## config.mk

```make
export PLATFORM = sky130hd
export DESIGN_NAME = mem_port_arbiter
export DESIGN_NICKNAME = d
export VERILOG_FILES = /design/src/rtl/mem_port_arbiter.sv
export SDC_FILE = /design/constraint.sdc
export NUM_CORES = 1
export LEC_CHECK = 0
export CAP_MARGIN = 40
export CORE_ASPECT_RATIO = 0.6
export CORE_MARGIN = 3
export CORE_UTILIZATION = 43
export DETAILED_ROUTE_END_ITERATION = 16
export PLACE_DENSITY = 0.85
export SYNTH_ARGS = -nofsm -noshare
export SYNTH_HDL_FRONTEND = slang
export SYNTH_SLANG_ARGS = --single-unit
```

## constraint.sdc

```tcl
create_clock -name clk -period 3.4 [get_ports clk]
set_input_delay 0.85 -clock clk [delete_from_list [all_inputs] [get_ports clk]]
set_output_delay 0.85 -clock clk [all_outputs]
set_load 0.05 [all_outputs]
```

## src/rtl/mem_port_arbiter.sv

```systemverilog
// Arbitrates one shared memory port between instruction fetch and data load/store,
// with round-robin tie breaking and an abort after TIMEOUT busy cycles.
module mem_port_arbiter #(
  parameter int unsigned TIMEOUT = 16
) (
  input  logic        clk,
  input  logic        reset,
  input  logic        inst_mem_read_enable,
  input  logic [31:0] inst_mem_read_addr,
  output logic [31:0] instruction,
  output logic        instruction_kick_up,
  input  logic        data_mem_read_enable,
  input  logic        data_mem_write_enable,
  input  logic [31:0] data_mem_addr,
  input  logic [31:0] data_mem_write_data,
  input  logic [3:0]  data_mem_write_mask,
  output logic [31:0] data_mem_read_data,
  output logic        data_mem_kick_up,
  output logic        mem_enable,
  output logic        mem_write_enable,
  output logic [31:0] mem_addr,
  output logic [31:0] mem_write_data,
  output logic [3:0]  mem_write_mask,
  input  logic [31:0] mem_read_data,
  input  logic        mem_ready,
  output logic        mem_timeout
);

  typedef enum logic [1:0] {IDLE, INST_BUSY, DATA_BUSY, RESP} state_e;

  state_e     state_q;
  logic       lastGrantData_q;
  logic       isWrite_q;
  logic [7:0] timeoutCnt_q;

  logic dataReq;
  logic grantData;
  logic grantInst;
  logic timeoutHit;

  // Data wins a tie unless it was the side granted last time.
  always_comb begin
    dataReq    = data_mem_read_enable | data_mem_write_enable;
    grantData  = dataReq && (!inst_mem_read_enable || !lastGrantData_q);
    grantInst  = inst_mem_read_enable && !grantData;
    timeoutHit = (timeoutCnt_q == 8'(TIMEOUT - 1));
  end

  always_ff @(posedge clk) begin
    if (reset) begin
      state_q             <= IDLE;
      lastGrantData_q     <= 1'b0;
      isWrite_q           <= 1'b0;
      timeoutCnt_q        <= '0;
      instruction         <= '0;
      instruction_kick_up <= 1'b0;
      data_mem_read_data  <= '0;
      data_mem_kick_up    <= 1'b0;
      mem_enable          <= 1'b0;
      mem_write_enable    <= 1'b0;
      mem_addr            <= '0;
      mem_write_data      <= '0;
      mem_write_mask      <= '0;
      mem_timeout         <= 1'b0;
    end else begin
      instruction_kick_up <= 1'b0;
      data_mem_kick_up    <= 1'b0;
      mem_timeout         <= 1'b0;
      case (state_q)
        IDLE: begin
          timeoutCnt_q <= '0;
          if (grantData) begin
            state_q          <= DATA_BUSY;
            lastGrantData_q  <= 1'b1;
            isWrite_q        <= data_mem_write_enable;
            mem_enable       <= 1'b1;
            mem_write_enable <= data_mem_write_enable;
            mem_addr         <= data_mem_addr;
            mem_write_data   <= data_mem_write_enable ? data_mem_write_data : 32'h0;
            mem_write_mask   <= data_mem_write_enable ? data_mem_write_mask : 4'h0;
          end else if (grantInst) begin
            state_q          <= INST_BUSY;
            lastGrantData_q  <= 1'b0;
            isWrite_q        <= 1'b0;
            mem_enable       <= 1'b1;
            mem_write_enable <= 1'b0;
            mem_addr         <= inst_mem_read_addr;
            mem_write_data   <= '0;
            mem_write_mask   <= '0;
          end
        end
        INST_BUSY, DATA_BUSY: begin
          if (mem_ready || timeoutHit) begin
            state_q          <= RESP;
            mem_enable       <= 1'b0;
            mem_write_enable <= 1'b0;
            mem_addr         <= '0;
            mem_write_data   <= '0;
            mem_write_mask   <= '0;
            mem_timeout      <= !mem_ready;
            // An aborted read returns zero; a completed or aborted store leaves read data alone.
            if (state_q == INST_BUSY) begin
              instruction_kick_up <= 1'b1;
              instruction         <= mem_ready ? mem_read_data : 32'h0;
            end else begin
              data_mem_kick_up <= 1'b1;
              if (!isWrite_q) begin
                data_mem_read_data <= mem_ready ? mem_read_data : 32'h0;
              end
            end
          end else begin
            timeoutCnt_q <= timeoutCnt_q + 8'd1;
          end
        end
        RESP: begin
          state_q <= IDLE;
        end
        default: begin
          state_q <= IDLE;
        end
      endcase
    end
  end

endmodule

```

==> qor.csv <==
stage;metric;value;unit
yosys;register bit count reported by yosys;149;
die;IO Count;275;
finish;footprint of the multi-input gates;0.00235;mm2
yosys;mux cell area share after synthesis;0.00180;
critical_path;Setup crit start kind;primary input;
placed_design;buffers added on ports;274;
timing;hold slack;458;ps
yosys;Unique masters post-synth;44;
timing;skew final;11.5;ps
die;die area;0.0144;mm2
clock_network;clk_lat worst skew;410;ps
clock_network;Longest Clk Path Bufs;2;
global_routing;M2 GR Usage;0.426;
yosys;post-synthesis simple-gate area fraction;0.0872;
critical_path;Worst R2R Path Depth;7;
placed_design;DP HPWL;13.2;mm
clock_network;cts hold-fix bufs;0;
yosys;top cells by area, synth;dfxtp_1 54%, a32o_1 12%, a22o_1 5.7%;
yosys;adder-cell share of the synthesized area;0.00674;
placed_design;GPL Wtd Cong;0.810;
critical_path;CP arrival;3000;ps
timing;Final period util;0.787;
critical_path;FF-to-FF setup slack;950;ps
job;max cap viols;0;
clock_network;Inserted Clock Buffers;17;
clock_network;CTS tree;done;
pwr;VDD IR max;0.446;mV
yosys;syn avg cell area;10.1;um2
drt;DRT Pass-1 Iters;5;
timing;Slew headroom;0.346;
yosys;Post-synth EDFFs;0;
critical_path;Worst R2R End;mem_addr[16];
timing;RSZ-0062 raised after global routing;false;
min_path;hold wc startpoint;mem_enable;
yosys;Synth Area in Compound Gates;0.317;
min_path;worst hold path class;register to register;
clock_network;clock sinks;149;
global_routing;GRT overflow;0;
yosys;area leader, netlist;dfxtp_1;
drt;drt initial violations;440;
drt;Wirelength per Cell;19.2;um
finish;Util after Layout;0.727;
critical_path;worst path cell trace;clkdlybuf4s50_1 -> or4b_1 -> o21ai_4 -> buf_4 -> o21ai_0 -> a21oi_1;
die;Std-Cell Rows;31;
die;starting density of the core;0.452;
yosys;Synth Area in XOR/XNOR;0.00157;
drt;Antenna Violating Nets Remaining;0;
global_routing;vias in the first global route;5664;
yosys;Synth top area share;0.536;
global_routing;GR Util met1;0.304;
clock_network;Root Driver;clkbuf_16;
die;Die W;153;um
critical_path;Worst Path Buf+Inv;2;
yosys;largest family of logic cells by synthesized area;compound AO/OA/AOI/OAI gates;
drt;routed wire length;18.7;mm
die;die height;94.2;um
finish;Storage cell area;0.00298;mm2
critical_path;Worst setup EP type;register;
finish;n_diodes;0;
yosys;Syn Inst Count;549;
yosys;Syn Std Cell Area;0.00557;mm2
timing;maximum operating frequency;0.374;GHz
critical_path;CP Max Fanout;64;
clock_network;Post-CTS Resized;0;
global_routing;antenna violations before repair;0;
pwr;pwr/cell area;874;mW/mm2
global_routing;gr usage total;0.248;
timing;max-slew violations;0;
clock_network;H-tree depth;4;
clock_network;setup repair bufs after CTS;0;
yosys;sequential share of the synthesized area;0.536;
drt;DRC Markers;0;
critical_path;Crit path required time;3720;ps
critical_path;reg-to-reg startpoint;state_q[0];
timing;min Tclk post-route;2680;ps
yosys;Syn Nets;690;
finish;fill count;896;
global_routing;met3 GRT Util;0.0727;
global_routing;first-pass GRT wire length;29.3;mm
timing;Least-Margin Pin Slew;980;ps
finish;layout cell share with drive strength beyond 1;0.0654;
timing;final hold violations;0;
die;Core Region;0.0123;mm2
yosys;ys flop type;dfxtp_1;
critical_path;family with the most delay on the worst path;buffers and inverters;
critical_path;CP max stage delay;660;ps
drt;Via-to-Cell Ratio;5.73;
yosys;YS warnings;0;
min_path;hold endpoint;mem_enable;
timing;final setup vio count;0;
finish;final net count;938;
drt;Via Count;5585;
pwr;static leakage;3.29;nW
global_routing;busiest grt layer;met2;
critical_path;CP max-delay cell;or4b_1;
min_path;worst hold path depth;1;
outcome;status;finished, final reports clean;
finish;area grow syn2layout;60.9;%
critical_path;WS Path Type;primary input to register;
yosys;async set-reset flop share out of synthesis;0;
clock_network;CTS clk-pin slew, worst paths;60;ps
timing;Sum Neg Setup Slack;0;ps
global_routing;largest net degree at the start of global routing;68;
-- per-stage QoR --
stage	cells	cell area (um2)	setup WS, ps	power [mW]
after floorplan	549	5570	1160	4.79
after global placement	943	8390	459	5.93
after detailed placement	943	8390	334	6.03
after CTS	975	8960	750	7.86
after global routing	975	8960	585	8.16
final	975	8960	723	7.83
-- worst reg2reg max path, cell delays in order (launching register included) --
cell,delay [ps]
dfxtp_1,310
inv_1,70
ha_1,420
or4b_1,600
o21ai_4,100
buf_4,500
o21ai_0,190
a21oi_1,180
-- metal layers --
metal / wire (um) / vias up
met4: 353 / 0
met5: 0 / -
met3: 1210 / 28
li1: - / 2599
met1: 7810 / 2730
met2: 9360 / 228
-- flip-flops by register name, indices dropped and copies added, names as in the netlist --
name and count:
state_q 2, mem_enable 1, isWrite_q 1, instruction 32, mem_write_mask 4, data_mem_kick_up 1, data_mem_read_data 32, lastGrantData_q 1
mem_write_enable 1, mem_addr 32, mem_timeout 1, timeoutCnt_q 8, mem_write_data 32, instruction_kick_up 1
-- power breakdown --
| part | internal [mW] | switching, mW |
|---|---|---|
| logic | 1.23 | 2.42 |
| clock network | 1.03 | 0.783 |
| registers | 2.14 | 0.217 |
-- Yosys cell counts, types with 4 or more instances --
cell      instances
inv_1             5
dfxtp_1         149
nand2_1          73
buf_6             4
a211o_1          32
a22o_1           36
a32o_1           64
buf_2             7
clkbuf_1         47
nor2_1            4
o21ai_0          31
a21oi_1          36
nand3_1           6
nand4_1           4
nor3_1            4
-- cell families after synthesis --
kind of cell,after synthesis
mux,1
flops,149
simple gates,107
compound gates,224
buf+inv,64
fa+ha+maj,3
xor+xnor,1
-- final cells by class --
cell class | count | area share
sequential | 149 | 0.333
timing repair buffer | 287 | 0.316
multi-input combinational | 336 | 0.262
clock buffer | 18 | 0.0479
tap | 165 | 0.0230
clock inverter | 14 | 0.0159
inverter | 6 | 0.00251
-- layout by cell type (no fill, tap or decap), types with 2 or more instances in the layout --
cell type,Yosys,layout
dfxtp_1,149,149
a21o_1,2,2
nand4_1,4,4
a211o_1,32,32
o21bai_1,2,2
nand3_1,6,6
a211oi_1,2,2
nor2_1,4,4
buf_4,0,13
o21ai_1,2,2
inv_6,0,5
nor3_1,4,4
ha_1,3,3
or4_1,3,3
nand2b_1,3,3
o41ai_1,2,2
buf_2,7,2
a22o_1,36,36
nand2_1,73,73
o31ai_1,3,3
a21oi_1,36,35
o21ai_0,31,30
a32o_1,64,64
and2_1,3,3
inv_8,0,3
o311ai_0,2,2
clkinvlp_4,0,4
clkbuf_16,0,17
inv_1,5,5
clkdlybuf4s50_1,0,272
o2111ai_1,3,3
-- worst max path at each step --
stage | from | endpoint | slack [ps] | cells after the start
floorplan | inst_mem_read_enable | mem_addr[22] | 1160 | 6
global placement | data_mem_write_enable | mem_addr[28] | 460 | 6
detailed placement | data_mem_write_enable | mem_addr[22] | 330 | 6
CTS | data_mem_write_enable | mem_addr[22] | 750 | 6
global route | data_mem_write_enable | mem_addr[16] | 580 | 6
finish | data_mem_write_enable | mem_addr[16] | 720 | 6
Power figures use the tool's default switching activity.
==> variant: new RTL, same flow settings <==
Set the parameter `TIMEOUT` to 12 (it was 16).
--- a/src/rtl/mem_port_arbiter.sv
+++ b/src/rtl/mem_port_arbiter.sv
@@ -1,7 +1,7 @@
 // Arbitrates one shared memory port between instruction fetch and data load/store,
 // with round-robin tie breaking and an abort after TIMEOUT busy cycles.
 module mem_port_arbiter #(
-  parameter int unsigned TIMEOUT = 16
+  parameter int unsigned TIMEOUT = 12
 ) (
   input  logic        clk,
   input  logic        reset,
Formal check against the unedited RTL: no difference found for any inputs over 4 cycles, from zero or initial values and one cycle with reset high; that may be too few to reach the edited logic, so the function may still have changed.
==> variant against the original RTL <==
  * Total power is 1.3% higher
  * Maximum frequency increased by 4.0%
  * Sequential cell count stayed put
  * Setup slack gained 0.10 ns
  * Final area is 1.3% higher
  * Wire length is 1.2% lower
  * Area after synthesis up 0.56%
  * Via count up 0.61%
  * Worst hold slack gained 0.0069 ns
  * Register-to-register slack worse by 0.06 ns
  * Non-clock buffer count up 1
  * Sequential share of layout area shrank 0.44 points
  * Largest cell class unchanged
  * Largest power group unchanged
==> variant: results (changes against the original RTL) <==
* Run status: complete, no violations
* Detailed Place HPWL at 13,000 um (-1.4%)
* Proportion of layout cells with a drive suffix above 1 at 7.27% (+0.72 points)
* CTS max path bufs at 2 (unchanged)
* Final #Nets at 940 (+0.21%)
* GR Util met3 at 5.08% (-2.2 points)
* Sw Pwr at 3.39 mW (-0.84%)
* Vias in the first global route at 5,541 (-2.2%)
* Gr usage total at 24.4% (-0.41 points)
* Largest net degree at the start of global routing at 65 (-4.4%)
* First-pass DRT Iterations at 6 (+1)
* First-pass GRT wire length at 28,900 um (-1.4%)
* Routed wire per std cell at 18.9 um (-1.4%)
* Via Count at 5,619 (+0.61%)
* Sequential fraction of the synthesis area at 53.3% (-0.30 points)
* Worst Skew at 0.0155 ns (+0.00402 ns)
* Peak VDD IR at 0.546 mV (+22%)
* Crit path max fanout at 22 (-66%)
* Routability cong. at 0.871 (+7.5%)
* Top cells by count, synth: 149 x dfxtp_1, 72 x nand2_1, 64 x a32o_1
* Total gr overflow at 0 (unchanged)
* Ranking of synthesized cells by area: dfxtp_1 53%, a32o_1 11%, a22o_1 5.6%
* Syn_nets at 691 (+0.14%)
* Met2 Use GR at 40.5% (-2.1 points)
* M1 wire length at 7900 um (+1.1%)
* Placed Area at 8480 um2 (+1.1%)
* CP arrival at 2.90 ns (-0.10 ns)
* Leak at 3.33 nW (+1.3%)
* Met1 Track Usage GR at 32.5% (+2.1 points)
* WL met2 at 8990 um (-3.9%)
* Worst slew pin tran at 0.643 ns (-0.336 ns)
* Netlist cell types at 49 (+11%)
* DR iter-0 viols at 351 (-20%)
* H-tree levels at 4 (unchanged)
variant: changes by cell type after synthesis, sizes merged, moves of 3 or more:
cell     unedited run  this run
buf                11        14
nand4b              0         3
nor2b               0         4
a21oi              36        41
clkbuf             47        44
nor3                5         1
o2111ai             3         0
variant: cell type report:
| cell class | instances | area [um2] |
|---|---|---|
| Fill cell | 878 | 3290 |
| Sequential cell | 149 | 2980 |
| Timing Repair Buffer | 288 | 2880 |
| Multi-Input combinational cell | 338 | 2390 |
| Clock buffer | 18 | 439 |
| Tap cell | 165 | 206 |
| Clock inverter | 14 | 161 |
| Inverter | 5 | 18.8 |
variant: cell families after synthesis:
group	synth area share [%]
mux	0.179
fa+ha+maj	0.670
flops	53.3
compound gates	31.7
buf+inv	4.74
simple gates	9.50
variant: metrics by stage:
stage / cells / hold WS (ns) / worst slack (ns) / util (%)
finish: 977 / 0.465 / 0.825 / 73.4
global route: 977 / 0.478 / 0.630 / 73.4
CTS: 977 / 0.466 / 0.864 / 73.4
detailed placement: 945 / 0.450 / 0.438 / 68.5
global placement: 943 / 0.437 / 0.319 / 68.2
floorplan: 550 / 0.437 / 1.21 / -
variant: path summary, 6_finish.rpt:
check,start,endpoint,slack (ns),cells after the start
setup / recovery,data_mem_write_enable,mem_addr[25],0.83,6
hold / removal,mem_enable,mem_enable,0.46,1
setup reg to reg,state_q[0],mem_write_data[12],0.89,7
hold reg to reg,mem_enable,mem_enable,0.46,1
variant: power groups by stage:
stage | combinational (mW) | clock, mW | sequential [mW]
final | 3.72 | 1.90 | 2.31
after CTS | 3.71 | 1.93 | 2.30
after global routing | 3.92 | 2.02 | 2.34
after detailed placement | 3.69 | 0 | 2.33
after global placement | 3.60 | 0 | 2.31
after floorplan | 1.32 | 0 | 3.45
